**src/rtl/vga_pkg.sv**
```systemverilog
// Shared constants and FSM state type for the VGA layer compositor.
// Defaults carry a _DEF suffix so modules can expose same-named parameters.
package vga_pkg;
    localparam int          N_LAYERS_DEF = 20;
    localparam int          COLOR_W_DEF  = 12;
    localparam int          CNT_W_DEF    = 16;
    localparam logic [11:0] TRANSP_DEF   = 12'h000;

    typedef enum logic {
        WAIT_FRAME = 1'b0,
        RUN        = 1'b1
    } state_t;
endpackage

```
**src/rtl/vga_prio_enc.sv**
```systemverilog
// Combinational lowest-index-first priority encoder.
// Produces the index of the first set request bit and a hit flag.
module vga_prio_enc #(
    parameter int N     = 20,
    parameter int IDX_W = $clog2(N)
) (
    input  logic [N-1:0]     req,
    output logic [IDX_W-1:0] idx,
    output logic             hit
);
    // Scan from the top so the lowest set index is the last assignment.
    always_comb begin
        idx = '0;
        hit = 1'b0;
        for (int i = N - 1; i >= 0; i--) begin
            if (req[i]) begin
                idx = IDX_W'(i);
                hit = 1'b1;
            end
        end
    end
endmodule

```
**src/rtl/vga_layer_arbiter.sv**
```systemverilog
// Priority compositor for per-object VGA layers: lowest-index opaque enabled layer wins,
// with frame-synchronous layer enables and per-frame collision statistics.
module vga_layer_arbiter
    import vga_pkg::*;
#(
    parameter int          N_LAYERS = N_LAYERS_DEF,
    parameter int          COLOR_W  = COLOR_W_DEF,
    parameter logic [COLOR_W-1:0] TRANSP = TRANSP_DEF,
    parameter int          CNT_W    = CNT_W_DEF
) (
    input  logic                          clk,
    input  logic                          rst,
    input  logic [N_LAYERS*COLOR_W-1:0]   layer_px,
    input  logic                          pix_valid,
    input  logic                          vsync_pulse,
    input  logic                          cfg_we,
    input  logic [N_LAYERS-1:0]           cfg_mask,
    output logic                          cfg_pending,
    output logic [COLOR_W-1:0]            out_rgb,
    output logic                          out_valid,
    output logic                          out_hit,
    output logic [$clog2(N_LAYERS)-1:0]   out_layer,
    output logic [CNT_W-1:0]              coll_count
);
    localparam int IDX_W = $clog2(N_LAYERS);

    state_t                        state_reg;
    logic [N_LAYERS-1:0]           active_reg;
    logic [N_LAYERS-1:0]           shadow_reg;
    logic [N_LAYERS*COLOR_W-1:0]   px_reg;
    logic [N_LAYERS-1:0]           opaque_next;
    logic [N_LAYERS-1:0]           opaque_reg;
    logic                          s1_valid_reg;
    logic [CNT_W-1:0]              coll_cnt_reg;

    logic [IDX_W-1:0]              win_idx;
    logic                          win_hit;
    logic [COLOR_W-1:0]            win_px;
    logic                          coll_now;
    logic [CNT_W-1:0]              coll_cnt_next;

    for (genvar gi = 0; gi < N_LAYERS; gi++) begin : g_opaque
        assign opaque_next[gi] = active_reg[gi] & (layer_px[gi*COLOR_W +: COLOR_W] != TRANSP);
    end

    vga_prio_enc #(
        .N     (N_LAYERS),
        .IDX_W (IDX_W)
    ) u_prio_enc (
        .req (opaque_reg),
        .idx (win_idx),
        .hit (win_hit)
    );

    assign win_px = px_reg[win_idx*COLOR_W +: COLOR_W];

    // Two or more opaque layers: clearing the lowest set bit leaves something behind.
    assign coll_now = s1_valid_reg && ((opaque_reg & (opaque_reg - N_LAYERS'(1))) != '0);

    always_comb begin
        coll_cnt_next = coll_cnt_reg;
        if (coll_now && (coll_cnt_reg != '1)) begin
            coll_cnt_next = coll_cnt_reg + CNT_W'(1);
        end
    end

    always_ff @(posedge clk) begin
        if (rst) begin
            state_reg    <= WAIT_FRAME;
            active_reg   <= '1;
            shadow_reg   <= '1;
            cfg_pending  <= 1'b0;
            px_reg       <= '0;
            opaque_reg   <= '0;
            s1_valid_reg <= 1'b0;
            out_rgb      <= '0;
            out_valid    <= 1'b0;
            out_hit      <= 1'b0;
            out_layer    <= '0;
            coll_cnt_reg <= '0;
            coll_count   <= '0;
        end else begin
            if (vsync_pulse) begin
                state_reg <= RUN;
            end

            // A write coincident with vsync lands in the shadow and waits a full frame.
            if (vsync_pulse) begin
                active_reg  <= shadow_reg;
                cfg_pending <= cfg_we;
            end else if (cfg_we) begin
                cfg_pending <= 1'b1;
            end
            if (cfg_we) begin
                shadow_reg <= cfg_mask;
            end

            px_reg       <= layer_px;
            opaque_reg   <= opaque_next;
            s1_valid_reg <= pix_valid && (state_reg == RUN);

            out_valid <= s1_valid_reg;
            out_hit   <= s1_valid_reg && win_hit;
            out_layer <= (s1_valid_reg && win_hit) ? win_idx : '0;
            out_rgb   <= (s1_valid_reg && win_hit) ? win_px : '0;

            if (vsync_pulse) begin
                coll_count   <= coll_cnt_next;
                coll_cnt_reg <= '0;
            end else begin
                coll_cnt_reg <= coll_cnt_next;
            end
        end
    end
endmodule

```
**config.mk**
```make
export PLATFORM = sky130hd
export DESIGN_NAME = vga_layer_arbiter
export DESIGN_NICKNAME = d
export VERILOG_FILES = /design/src/rtl/vga_pkg.sv /design/src/rtl/vga_prio_enc.sv /design/src/rtl/vga_layer_arbiter.sv
export SDC_FILE = /design/constraint.sdc
export NUM_CORES = 1
export LEC_CHECK = 0
export ABC_AREA = 1
export CAP_MARGIN = 5
export CORE_UTILIZATION = 51
export CTS_CLUSTER_SIZE = 10
export DETAILED_ROUTE_END_ITERATION = 12
export GPL_ROUTABILITY_DRIVEN = 0
export PLACE_DENSITY = 0.78
export SLEW_MARGIN = 20
export SYNTH_ARGS = -nofsm -noshare
export SYNTH_HDL_FRONTEND = slang
export SYNTH_SLANG_ARGS = --single-unit
```
**constraint.sdc**
```tcl
create_clock -name clk -period 3.2 [get_ports clk]
set_clock_uncertainty 0.2 [all_clocks]
set_input_delay 0.96 -clock clk [delete_from_list [all_inputs] [get_ports clk]]
set_output_delay 0.96 -clock clk [all_outputs]
set_load 0.05 [all_outputs]
```
==> results_dict.tcl, run 1 <==
set metrics [dict create \
    internal_power_uw 7570 \
    crit_arrival_ns 3.12 \
    postCtsHoldBufs 0 \
    yosysUniqueCellTypes 41 \
    synthTopCellsByArea "dfxtp_1, inv_1, nor2_1" \
    die_area_um2 29300 \
    holdPathEnd "s1_valid_reg" \
    max_stage_delay_ns 0.40 \
    cts_tree "yes" \
    power_uw 10200 \
    final_hold_viol_count 0 \
    die_width_um 171 \
    fin_setup_tns_ns 0 \
    async_flop_share_pct 0 \
    netlist_area_um2 14600 \
    io_pins 301 \
    switching_share_pct 25.5 \
    endpoint_kind "register" \
    antenna_found_initial 0 \
    p_comb_share_pct 14.9 \
    core_um2 27900 \
    num_rows 61 \
    design_area_um2 19200 \
    clk_latency_ns 0.53 \
    cpMostUsedCell "nand2_1" \
    synth_edf_count 0 \
    cts.sinks 354 \
    crit_path_start_kind "register" \
    max_slew_margin_pct 23.7 \
    ys_seq_area_share_pct 48.5 \
    hold-worst-slack_ns 0.236 \
    avgRoutedWirePerCell_um 16.4 \
    area_delta_synth_final_pct 31.3 \
    min_path_type "reg2reg" \
    status "completed" \
    seq_power_share_pct 46.3 \
    synth_nets 2329 \
    wl_mm 44.8 \
    numPortBuffers 300 \
    vdd.ir_drop.worst_mv 0.400 \
    grt_max_degree 99 \
    worstPathMaxFanout 48 \
    largest_register_ffs 240 \
    drv_cap 0 \
    via_per_inst 5.06 \
    cp_slowest_cell "dfxtp_1" \
    synth_most_common_cell "inv_1" \
    period_needed_ns 2.94 \
    p_sw_uw 2600 \
    placed_area_um2 17900 \
    clk_pin_slew_worst_paths_ns 0.05 \
    fin_nets 2610 \
    r2r-start "opaque_reg[15]" \
    hold_path_startpoint "state_reg" \
    die_h_um 171 \
    synth.avg_cell_area_um2 7.08 \
    synth-warning-count 0 \
    fin_cells 2725 \
    leakagePower_uw 0.00931 \
    cp_num_buf_inv 3 \
    fin_crit_sh_pct 91.8 \
    maxSlewViolCount 0 \
    fillers 2296 \
    syn_inst 2063 \
    initial_utilization_pct 52.3 \
    min_path_cells 2 \
    critPathKind "reg2reg" \
    drcViolationCount 0 \
    placedCellCount 2665 \
    setup_viol 0 \
    fmax_mhz 340 \
    grt_first_pass_wirelength_mm 67.4 \
    drive_above_1_share_pct 4.64 \
    worstMarginPinSlew_ns 1.15 \
    cts_buffers 41 \
    antennaDiodeCount 0 \
    clockBufferDepth 3 \
    cpLargestDelayFamily "simple AND/OR/NAND/NOR gates" \
    firstDrtPassIters 6 \
    grt_pass1_vias 13338 \
    vias 13799 \
    overflow 0 \
    yosysTopAreaCell "dfxtp_1" \
    ant_nets 0 \
    synth_common_cells "inv_1, dfxtp_1, nor2_1, nand2_1, nand3_1" \
    pwr-share-clk_pct 38.8 \
    power.density_nw_per_um2 530 \
    synth.top_cell.area_share_pct 48.5 \
    worstRegToRegCells 26 \
    reg2reg_to "out_rgb[9]" \
    dominantRegCellSynth "dfxtp_1" \
    rsz0062_at_grt "no" \
    htree_levels 2 \
    hpwl_mm 31.3 \
    dr.first_iter.drc_count 1403 \
    synth-seq-cells 354 \
    grt_util_all_layers_pct 29.4 \
    rrSetupSlack_ns 0.26 \
    worstPathRequired_ns 3.38 \
    cts_root_buf "clkbuf_16" \
]
==> layout make-up <==
type                    count  area (um^2)  share of cell area, %
clock buffers              43         1040                   5.44
multi-input cells        1123         5280                   27.5
repair buffers            336         3430                   17.9
well taps                 378          473                   2.47
flip-flops and latches    354         7090                   37.0
inverters                 488         1840                   9.57
clock inverters             3         22.5                  0.117
==> power by group through the flow <==
stage	Clock (uW)	Sequential (uW)	Combinational, uW
2_1_floorplan	0	4780	758
3_3_place_gp	0	4790	1390
3_5_place_dp	0	4790	1400
4_1_cts	3960	4700	1420
5_1_grt	4160	4720	1660
6_report	3950	4710	1520
==> timing repair <==
item	4_1_cts	5_1_grt
gates resized for setup	0	7
buffers inserted	0	4
setup endpoints to repair	0	12
==> worst reg2reg max path: cells and delay by family (launching register included) <==
kind                   cells  cell delay (ns)
and+or+nand+nor           21             1.58
buffers and inverters      3             0.43
DFF                        1             0.40
AOI/OAI and AO/OA          2             0.18
==> cell usage in the layout, fill, tap and decap left out, types with 6 or more instances in the layout <==
master             n
inv_1            480
a21oi_1           34
clkdlybuf4s50_1  299
nand2_1          301
dfxtp_1          353
buf_4             23
o21ai_0           43
nor2_1           335
o22ai_1           12
clkbuf_16         46
nor3_1             6
buf_6              6
nand3b_1          37
xor2_1            12
a311oi_1          20
nor4_1            62
nand3_1          224
==> worst max-delay path by stage <==
| stage | startpoint | end | slack, ns | cells after the start |
|---|---|---|---|---|
| 4_1_cts | opaque_reg[15] | out_rgb[1] | 0.29 | 23 |
| 5_1_grt | opaque_reg[15] | out_rgb[3] | 0.01 | 27 |
| 6_report | opaque_reg[15] | out_rgb[9] | 0.26 | 26 |
| 3_5_place_dp | opaque_reg[15] | out_rgb[1] | 0.32 | 23 |
| 2_1_floorplan | opaque_reg[0] | coll_cnt_reg[14] | 0.83 | 16 |
| 3_3_place_gp | opaque_reg[17] | out_rgb[1] | 0.33 | 25 |
==> stage by stage <==
step / utilization [%] / worst slack, ns
final: 68.6 / 0.262
after global routing: 68.6 / 0.0107
after CTS: 67.8 / 0.294
after detailed placement: 63.9 / 0.323
after global placement: 63.9 / 0.329
after floorplan: - / 0.833
==> metal layers <==
| layer | GRT usage (%) | part of all wire (%) | vias to the layer above |
|---|---|---|---|
| met5 | 0 | 0 | - |
| met4 | 12.8 | 4.3 | 0 |
| met3 | 5.36 | 9.1 | 121 |
| met2 | 48.9 | 45 | 672 |
| met1 | 37.3 | 41 | 6220 |
| li1 | - | - | 6786 |
==> kinds of logic after synthesis <==
family	share of synthesized area, %
AND/OR/NAND/NOR	29.9
flip-flops	48.5
XOR/XNOR	0.840
adder cells (fa/ha/maj)	0.154
buffers and inverters	15.6
AO/OA/AOI/OAI	4.88
multiplexers	0.0686
No activity file was read; power rests on OpenSTA's default activity.
==> inputs of run 2 (changes only) <==
--- a/config.mk
+++ b/config.mk
@@ -6,7 +6,6 @@
 export NUM_CORES = 1
 export LEC_CHECK = 0
 export ABC_AREA = 1
-export CAP_MARGIN = 5
 export CORE_UTILIZATION = 51
 export CTS_CLUSTER_SIZE = 10
 export DETAILED_ROUTE_END_ITERATION = 12
==> results of run 2 <==
Same layout as run 1: the final DEF is identical, and so are final timing and power.
==> inputs of run 3 (changes only) <==
--- a/config.mk
+++ b/config.mk
@@ -10,7 +10,7 @@
 export CTS_CLUSTER_SIZE = 10
 export DETAILED_ROUTE_END_ITERATION = 12
 export GPL_ROUTABILITY_DRIVEN = 0
-export PLACE_DENSITY = 0.78
+export PLACE_DENSITY = 0.77
 export SLEW_MARGIN = 20
 export SYNTH_ARGS = -nofsm -noshare
 export SYNTH_HDL_FRONTEND = slang
==> run 3 against run 2 <==
- worst setup slack got worse by 0.016 ns
- clock power is 2% higher
- first-iteration DRC count down 4.9%
- critical path type unchanged
- largest cell class unchanged
==> results_dict.tcl, run 3 (synthesized netlist as in run 1, its figures left out) <==
set metrics [dict create \
    io_pins 301 \
    cts.sinks 354 \
    hpwl_mm 31.7 \
    r2r-start "opaque_reg[17]" \
    worstPathMaxFanout 51 \
    worstMarginPinSlew_ns 0.726 \
    overflow 0 \
    dr.first_iter.drc_count 1334 \
    drcViolationCount 0 \
    placed_area_um2 17900 \
    antenna_found_initial 4 \
    area_delta_synth_final_pct 30.3 \
    max_stage_delay_ns 0.38 \
    core_um2 27900 \
    fmax_mhz 339 \
    die_h_um 171 \
    cp_slowest_cell "dfxtp_1" \
    maxSlewViolCount 0 \
    cts_root_buf "clkbuf_16" \
    htree_levels 2 \
    grt_first_pass_wirelength_mm 66.5 \
    power.density_nw_per_um2 536 \
    postCtsHoldBufs 0 \
    cts_buffers 41 \
    fin_nets 2598 \
    num_rows 61 \
    wl_mm 43.1 \
    crit_arrival_ns 3.19 \
    vdd.ir_drop.worst_mv 0.346 \
    numPortBuffers 300 \
    cp_num_buf_inv 2 \
    via_per_inst 5.07 \
    placedCellCount 2667 \
    drv_cap 0 \
    ant_nets 0 \
    avgRoutedWirePerCell_um 15.8 \
    worstRegToRegCells 27 \
    holdPathEnd "s1_valid_reg" \
    grt_pass1_vias 13252 \
    reg2reg_to "out_rgb[0]" \
    crit_path_start_kind "register" \
    critPathKind "reg2reg" \
    clk_pin_slew_worst_paths_ns 0.05 \
    max_slew_margin_pct 51.5 \
    design_area_um2 19000 \
    grt_util_all_layers_pct 29.1 \
    post-cts-setup-buffers 0 \
    firstDrtPassIters 6 \
    vias 13784 \
    status "completed" \
    rrSetupSlack_ns 0.25 \
    worstPathRequired_ns 3.44 \
    grt_max_degree 95 \
    min_path_cells 2 \
    fin_setup_tns_ns 0 \
    final_hold_viol_count 0 \
    clockBufferDepth 3 \
    rsz0062_at_grt "no" \
    most-common-layout-cells "inv_1, dfxtp_1, nor2_1, nand2_1, clkdlybuf4s50_1" \
    final_core_util_pct 68.1 \
    cpMostUsedCell "nand2_1" \
    drive_above_1_share_pct 4.02 \
    die_width_um 171 \
    endpoint_kind "register" \
    largest_register_ffs 240 \
    cts_tree "yes" \
    final_common_cell "inv_1" \
    die_area_um2 29300 \
    setup_viol 0 \
    fin_cells 2718 \
    min_path_type "reg2reg" \
    leakagePower_uw 0.00923 \
    cpLargestDelayFamily "simple AND/OR/NAND/NOR gates" \
    clk_latency_ns 0.52 \
    period_needed_ns 2.95 \
    fin_crit_sh_pct 92.3 \
    cts-resized-gates 0 \
    hold_path_startpoint "state_reg" \
    initial_utilization_pct 52.3 \
]
[run 3: final cells by class]
cell class / instances / area, um^2
clock buffer: 49 / 1100
inverter: 488 / 1830
tap: 378 / 473
clock inverter: 1 / 8.76
timing repair buffer: 325 / 3270
fill: 2349 / 8910
sequential: 354 / 7090
multi-input combinational: 1122 / 5260
antenna: 1 / 2.50
[run 3: tightest hold or removal path, stage by stage, from the launching register on]
cell and delay (ns):
dfxtp_1 0.31, nand2_1 0.06, nor2_1 0.04
[run 3: worst max-delay path by stage]
stage / from / endpoint / slack, ns / cells after the start
after floorplan: opaque_reg[0] / coll_cnt_reg[14] / 0.83 / 16
after global placement: opaque_reg[18] / out_rgb[0] / 0.36 / 26
after detailed placement: opaque_reg[17] / out_rgb[3] / 0.32 / 27
after CTS: opaque_reg[17] / out_rgb[3] / 0.30 / 27
after global routing: opaque_reg[19] / out_rgb[3] / 0.02 / 25
final: opaque_reg[17] / out_rgb[0] / 0.25 / 27
[run 3: through the flow]
step | worst slack [ns] | hold slack [ns] | total power, uW
2_1_floorplan | 0.833 | 0.210 | 5540
3_3_place_gp | 0.355 | 0.221 | 6200
3_5_place_dp | 0.322 | 0.222 | 6220
4_1_cts | 0.298 | 0.253 | 10200
5_1_grt | 0.0209 | 0.276 | 10600
6_report | 0.246 | 0.246 | 10200
[run 3: power breakdown]
| part | switching (uW) | internal [uW] | leakage (uW) | total, uW |
|---|---|---|---|---|
| Sequential | 83.3 | 4630 | 0.00294 | 4710 |
| Clock | 1650 | 2380 | 0.000542 | 4030 |
| Combinational | 827 | 621 | 0.00575 | 1450 |
| Total | 2560 | 7630 | 0.00923 | 10200 |
[run 3: per-layer routing]
metal  track usage [%]  wire, um  vias to the layer above
met1              37.1     18000                     6244
met4              12.2      1650                        4
met3              5.96      3710                      108
li1                  -         -                     6765
met2              47.8     19600                      663
met5                 0        31                        -
==> variant 1, RTL diff (flow settings as in run 3) <==
Change the package constant `N_LAYERS_DEF` from 20 to 10.
--- a/src/rtl/vga_pkg.sv
+++ b/src/rtl/vga_pkg.sv
@@ -3,3 +3,3 @@
 package vga_pkg;
-    localparam int          N_LAYERS_DEF = 20;
+    localparam int          N_LAYERS_DEF = 10;
     localparam int          COLOR_W_DEF  = 12;
Ports: changed (resized cfg_mask, layer_px and out_layer); port bits go from 301 to 170. The function was not compared with the original's and may differ.
==> variant 1 against run 3 <==
Worst setup slack improved by 0.12 ns; utilization fell by 0.47 points; register-to-register slack gained 0.35 ns; synthesized cell count fell by 45%; routed wire length is 52% lower; synthesized area down 43%; final area shrank 44%; power decreased by 43%; sequential cell count fell by 151; combinational power is 44% lower; via count fell by 47%; critical endpoint is now coll_count[1].
==> variant 1: results <==
[global_routing]
grt_pass1_vias = 6828
grt_antenna_before_repair = 0
grt_pass1_wl_um = 32800
grtUsageTotal = 0.248
grt_max_degree = 100

[finish]
largest_reg_flops = 120
insertedDiodeCount = 0
num-fill-cells = 1368
drive_above_1_share = 0.0533
fin_nets = 1428

[logic_synthesis]
avgSynthCellArea_um2 = 7.28
synth_compound_area_frac = 0.0759
synthAdderAreaFrac = 0.00151
seq_area_frac_synth = 0.489
yosys.area_share.xor_xnor = 0.0157
synth_cell_types = 34
netlist_top_cells_area = "dfxtp_1 (49%), inv_1 (11%), nor2_1 (8.0%)"
syn_nets = 1277

[cts]
cts_setup_buffers = 0

[setup_path]
critPathMaxFanout = 2
crit_arrival_ns = 1.67
cpLargestDelayFamily = "buffers and inverters"
cpPeakStageDelay_ns = 0.82

[pwr]
ir_worst_vdd_v = 0.000371
power.leakage_nw = 4.98

[place]
placed_area_um2 = 10100
placed_cells = 1482
hpwl_um = 14600
portBuffers = 169

[timing]
worst_pin_slew_ns = 0.675

[run_status]
status = "finished clean"

[routing]
viasPerCell = 4.86
routed_wl_um = 20600
drtIter0Drc = 585
==> variant 1: final timing paths <==
kind	cells past startpoint	slack, ns	start	to
max	1	0.37	coll_count[1]	coll_count[1]
min	2	0.23	state_reg	s1_valid_reg
max reg2reg	10	0.60	opaque_reg[0]	coll_cnt_reg[1]
min reg2reg	2	0.23	state_reg	s1_valid_reg
==> variant 1: final cells by class <==
cell class | instances | area [µm²] | area share
Multi-Input combinational cell | 633 | 3070 | 0.285
Sequential cell | 203 | 4060 | 0.378
Inverter | 252 | 946 | 0.0881
Clock buffer | 26 | 608 | 0.0566
Timing Repair Buffer | 178 | 1760 | 0.164
Tap cell | 216 | 270 | 0.0252
Clock inverter | 2 | 23.8 | 0.00221
==> variant 1: metal layers <==
metal,global-route usage,share of wire,up-vias
li1,-,-,3782
met4,0.0725,0.026,0
met5,0,0,-
met2,0.408,0.45,255
met1,0.330,0.45,3262
met3,0.0504,0.077,47
==> variant 1: tightest hold or removal path: stages, from the launching register on <==
cell and delay (ns):
dfxtp_1 0.31, nand2_1 0.05, nor2_1 0.03
==> variant 1: kinds of logic (layout without fill, tap and decap cells) <==
kind of cell | after synthesis | count (layout)
AO/OA/AOI/OAI | 109 | 109
flip-flops | 203 | 203
XOR/XNOR | 14 | 14
buffers and inverters | 305 | 458
adder cells (fa/ha/maj) | 1 | 1
AND/OR/NAND/NOR | 509 | 509
==> variant 1: report_power, final <==
group	switching [mW]	leakage, nW	internal, mW
clock	0.957	0.305	1.33
sequential	0.0452	1.68	2.65
combinational	0.470	3.00	0.342
total	1.47	4.98	4.33
==> variant 2, RTL diff (settings of run 3) <==
Made on the original files. `out_rgb` no longer has a reset.
--- a/src/rtl/vga_layer_arbiter.sv
+++ b/src/rtl/vga_layer_arbiter.sv
@@ -75,3 +75,2 @@
             s1_valid_reg <= 1'b0;
-            out_rgb      <= '0;
             out_valid    <= 1'b0;
@@ -104,3 +103,2 @@
             out_layer <= (s1_valid_reg && win_hit) ? win_idx : '0;
-            out_rgb   <= (s1_valid_reg && win_hit) ? win_px : '0;
 
@@ -114,2 +112,6 @@
     end
+
+    always_ff @(posedge clk) begin
+        out_rgb <= (s1_valid_reg && win_hit) ? win_px : '0;
+    end
 endmodule
Formal check against the unedited RTL: differs if rst is asserted again (counterexample within 4 cycles, from zero or initial values and one cycle with rst high); with rst held inactive, the same outputs for 10 cycles.
==> variant 2 against run 3 <==
Final area down 0.75%; sequential cell count unchanged; power rose by 0.77%; worst setup slack worse by 0.099 ns; synthesized area down 1.2%; worst hold slack worse by 0.010 ns; routed wire length grew 1.7%; highest routed layer unchanged.
==> variant 2: results <==
[run_status]
status = "finished clean"

[logic_synthesis]
synth_cell_types = 36
syn_nets = 2277
seq_area_frac_synth = 0.491
synthTopCellsByCount = "inv_1 (453), dfxtp_1 (354), nor2_1 (335), nand3_1 (249), nand2_1 (236)"
netlist_top_cells_area = "dfxtp_1 (49%), inv_1 (12%), nor2_1 (8.7%)"

[routing]
met3WireLength_um = 3760
viasPerCell = 5.17
firstDrtPassIters = 8
drtIter0Drc = 1291
wire_per_inst_um = 16.5

[place]
placed_cells = 2609
placed_area_um2 = 17700
pre_cts_ws_ns = 0.177

[finish]
fin_nets = 2541
insertedDiodeCount = 0
layout.cells.non_filler = 2660

[global_routing]
grt_max_degree = 97
grtUsageTotal = 0.300
grt_util_met3 = 0.0509
grt_antenna_before_repair = 2

[timing]
worst_pin_slew_ns = 1.04
max_freq_mhz = 328

[pwr]
p_seq_frac = 0.459
power.leakage_nw = 9.05
ir_worst_vdd_v = 0.000331

[cts]
cts_inserted_buffers = 42
-- variant 2: final timing paths --
path	startpoint	to	slack [ns]	cells past startpoint
setup / recovery	opaque_reg[3]	coll_count[14]	0.15	16
hold / removal	state_reg	s1_valid_reg	0.24	2
setup reg to reg	opaque_reg[3]	coll_count[14]	0.15	16
hold reg to reg	state_reg	s1_valid_reg	0.24	2
-- variant 2: logic make-up (layout without fill, tap and decap cells) --
group | after synthesis | count (layout) | synth area share
xor+xnor | 14 | 14 | 0.00850
flops | 354 | 354 | 0.491
buf+inv | 562 | 833 | 0.148
fa+ha+maj | 1 | 1 | 0.000867
mux | 1 | 1 | 0.000694
simple gates | 956 | 956 | 0.300
compound gates | 123 | 123 | 0.0499
-- variant 2: layout make-up --
class                           count  area [µm²]
Timing Repair Buffer              320        3210
Fill cell                        2387        8900
Sequential cell                   354        7090
Tap cell                          378         473
Multi-Input combinational cell   1095        5240
Clock buffer                       49        1120
Clock inverter                      2        17.5
Inverter                          462        1740
